### config.mk
export PLATFORM = sky130hd
export DESIGN_NAME = mux32_sel
export DESIGN_NICKNAME = d
export VERILOG_FILES = /design/src/rtl/mux32_sel.sv
export SDC_FILE = /design/constraint.sdc
export NUM_CORES = 1
export LEC_CHECK = 0
export CORE_MARGIN = 1.5
export CORE_UTILIZATION = 35
export DETAILED_ROUTE_END_ITERATION = 8
export MAX_ROUTING_LAYER = met4
export PLACE_DENSITY = 0.87
export SLEW_MARGIN = 20
export SYNTH_ARGS = -nofsm -noshare
export SYNTH_HDL_FRONTEND = slang
export SYNTH_SLANG_ARGS = --single-unit
### constraint.sdc
create_clock -name clk -period 1.57 [get_ports clk]
set_input_delay 0.2355 -clock clk [delete_from_list [all_inputs] [get_ports clk]]
set_output_delay 0.2355 -clock clk [all_outputs]
set_load 0.03 [all_outputs]
### src/rtl/mux32_sel.sv
// 2-to-1 word mux built from gate-level bit slices; outO is combinational (0 cycles), outQ is registered (1 cycle).
// No flow control or backpressure. rst clears only the registered copy.

module mux32_bit (
  input  logic a,
  input  logic b,
  input  logic s,
  input  logic s_n,
  output logic o
);

  assign o = (a & s_n) | (b & s);

endmodule

module mux32_sel #(
  parameter int WIDTH = 32
) (
  input  logic             clk,
  input  logic             rst,
  input  logic [WIDTH-1:0] inA,
  input  logic [WIDTH-1:0] inB,
  input  logic             inS,
  output logic [WIDTH-1:0] outO,
  output logic [WIDTH-1:0] outQ
);

  // Inverted select is generated once and shared by every slice.
  logic sel_n;
  assign sel_n = ~inS;

  for (genvar i = 0; i < WIDTH; i++) begin : g_slice
    mux32_bit u_bit (
      .a   (inA[i]),
      .b   (inB[i]),
      .s   (inS),
      .s_n (sel_n),
      .o   (outO[i])
    );
  end

  always_ff @(posedge clk) begin
    if (rst) begin
      outQ <= '0;
    end else begin
      outQ <= outO;
    end
  end

endmodule

* Word-level counts from Yosys, hierarchy flattened
Index checks and enable logic that the tools add are counted.
** Cells by class
- Bitwise gates (word level) :: 97
** Operators by type and width (number)
- AND 1 bit :: 64
- bitwise OR 1 bit :: 32
- inverter 1 bit :: 1
** Word-level totals
- Flip-flop bits (word level) :: 32
- Input port bits :: 67
- Output and inout port bits :: 64

* Logic depth before layout (Yosys ltp)
- Depth after elaboration :: 3
- Gate-level depth with buffers :: 4

* Cells and area by module
From an unflattened synthesis, not the netlist that was laid out.
** Second synthesis, totals
- Cell total of the unflattened synthesis :: 100
- Area, all modules :: 1147.4 sq um
** Modules (own cells, without submodules)
- mux32_sel :: times used 1, cells an instance 68, area an instance 867.1 sq um, seq. area each 640.6 sq um
- mux32_bit :: times used 32, cells an instance 1, area an instance 8.8 sq um, seq. area each 0.0 sq um

* Worst setup path before layout
OpenSTA, ideal clock, no wires.
- Path type :: input port to output port
- Start :: in inS
- End :: out outO[0]
- Arrival :: 0.956 ns
- Data required time :: 1.334 ns
- Setup slack :: 0.378 ns
- Stages on the path :: 4
- Buffers on the path :: 3
- Path through :: buf_6 > buf_6 > mux2_4 > buf_4
** On the way
- Longest elaborated chain between the ends :: 3
- Elaborated cells on any way between the ends :: 4
- Classes of those cells :: bitwise (4)
** Ends and longest elaborated chain
- start: declaration :: RTL line 23 : input logic inS,
- inverter 1 bit :: RTL line 30 : assign sel_n = ~inS;
- AND 1 bit :: RTL line 12 : assign o = (a & s_n) | (b & s);
- bitwise OR 1 bit (*) :: RTL line 12
- end: declaration :: RTL line 24 : output logic [WIDTH-1:0] outO,
Mark *: on every way between the ends. The rest lies on a longest branch, timed or not.

* Worst setup path in the final report
- Start :: reg outQ[8]
- End :: out outQ[8]
** RTL lines
- start: declaration :: RTL line 25 : output logic [WIDTH-1:0] outQ
- start signal: assignment :: RTL line 46 : outQ <= outO;
No word-level cell between the ends.

==> flow_summary.json <==
{
  "vias_per_cell": 4.33,
  "largest_reg_flops": 32,
  "synthArstFlopShare": 0,
  "critPathArrivalTime_ns": 1.27,
  "hold_class": "input port to register",
  "hold_buffers": 0,
  "endpoint_kind": "output port",
  "timing.slew.headroom": 0.779,
  "tightest_slew_ns": 0.331,
  "grt_pass1_vias": 1350,
  "placed_area_um2": 2650,
  "cts-resized-gates": 0,
  "place_congestion": 0.701,
  "fin_area_um2": 2750,
  "fin_tns_setup_ns": 0,
  "h-tree-depth": 2,
  "path_max_fanout": 1,
  "synth-edff-count": 0,
  "netlist_area_um2": 1610,
  "cp-start-kind": "register",
  "root_buffer": "clkbuf_8",
  "synth_seq_cells": 32,
  "dieWidth_um": 70.8,
  "synthTopCellsByCount": "32 x buf_4, 32 x dfxtp_1, 32 x nor2b_1, 30 x mux2_4, 4 x buf_6",
  "synth_ff_type": "dfxtp_1",
  "drcViolationCount": 0,
  "ir_drop_mv": 0.412,
  "comb_power_share": 0.351,
  "grt_use_total": 0.154,
  "pin_count": 131,
  "vias": 1252,
  "largest-register": "outQ",
  "initial_core_util": 0.367,
  "grt_pass1_wl_um": 5870,
  "grt-ovfl-total": 0,
  "hpwlAfterDp_um": 3030,
  "numCtsBuffers": 5,
  "grt_max_degree": 33,
  "p_int_mw": 1.70,
  "hold_viol": 0,
  "cts_setup_buffers": 0,
  "status": "finished, final reports clean",
  "portBuffers": 130,
  "p_seq_frac": 0.371,
  "synth_top_area_cell": "dfxtp_1",
  "synth_area_leaders": "dfxtp_1 40%, mux2_4 28%, buf_4 15%",
  "leakagePower_nw": 1.20,
  "drt_first_pass_iters": 2,
  "final_nets": 304,
  "timing.final.crit_share": 0.960,
  "rows": 24,
  "drtIter0Drc": 30,
  "tritoncts": "done",
  "power_density_nw_per_um2": 863,
  "crit_family": "buffers and inverters",
  "switching_share": 0.283,
  "crit_chain": "clkdlybuf4s50_1",
  "synth_cell_types": 7,
  "drv_slew": 0,
  "cp_num_buf_inv": 1,
  "critPathKind": "register to output port",
  "syn_area_per_cell_um2": 11.9,
  "cp_slowest_stage_delay_ns": 0.68,
  "fp.dieH_um": 70.8,
  "path_clk_slew_ns": 0.06,
  "antenna_found_initial": 0,
  "area_growth_syn_to_layout_pct": 70.6,
  "antennaDiodeCount": 0,
  "yosysTopAreaCellShare": 0.398,
  "synth_nets": 202,
  "cts_num_sinks": 32,
  "drive_gt1_frac": 0.321,
  "die_area_um2": 5020,
  "wl_um": 3800,
  "largest_registers": "outQ x32",
  "wire_per_inst_um": 13.1,
  "maxCapViolations": 0,
  "antenna_left": 0,
  "clock_power_share": 0.278,
  "required_ns": 1.33,
  "cp_slowest_cell": "clkdlybuf4s50_1",
  "clockBufferDepth": 2,
  "p_sw_mw": 0.670,
  "rsz0062_at_grt": "no",
  "timing.final.crit_period_ns": 1.51,
  "synthCells": 135,
  "core_area_um2": 4380,
  "max_freq_ghz": 0.664,
  "yosysWarnings": 0,
  "seq_area_frac_synth": 0.398,
  "finalSetupViolCount": 0
}
[power by group through the flow]
stage	clock, mW	combinational, mW	sequential [mW]
after floorplan	0	0.414	1.01
after CTS	0.689	0.840	0.880
after global placement	0	0.826	0.896
after global routing	0.722	0.870	0.884
final	0.660	0.831	0.879
after detailed placement	0	0.837	0.898
[cells by family after synthesis]
| logic type | share of synthesized area |
|---|---|
| buffers and inverters | 0.184 |
| DFF | 0.398 |
| muxes | 0.294 |
| and+or+nand+nor | 0.124 |
[through the flow]
stage	utilization	cells	power, mW	hold WS (ns)	setup slack (ns)
after floorplan	-	135	1.42	0.307	0.378
after CTS	0.626	289	2.41	0.631	0.0349
after global placement	0.604	282	1.72	0.910	0.196
after global routing	0.626	289	2.48	0.652	0.0230
after detailed placement	0.604	282	1.74	0.920	0.174
final	0.626	289	2.37	0.639	0.0631
[path summary, 6_finish.rpt]
kind | start | end | slack (ns) | cells after the start
max | outQ[8] | outQ[8] | 0.06 | 1
min | inS | outQ[25] | 0.64 | 4
[layout by cell type (no fill, tap or decap)]
master	synthesis	final
buf_2	0	1
clkdlybuf4s50_1	0	97
mux2_2	2	2
clkbuf_8	0	7
nor2b_1	32	32
buf_12	0	2
dfxtp_1	32	32
buf_4	32	34
mux2_4	30	30
[final cells by class]
type	count	area [um^2]
Fill cell	358	1640
Tap cell	52	65.1
Multi-Input combinational cell	64	673
Clock buffer	7	96.3
Timing Repair Buffer	134	1270
Sequential cell	32	641
[routing by layer]
| metal | track usage | wire length, um |
|---|---|---|
| met5 | - | 0 |
| met4 | 0.0671 | 27 |
| met3 | 0.0342 | 281 |
| met2 | 0.291 | 2170 |
| met1 | 0.148 | 1320 |
No activity file was read; power rests on OpenSTA's default activity.
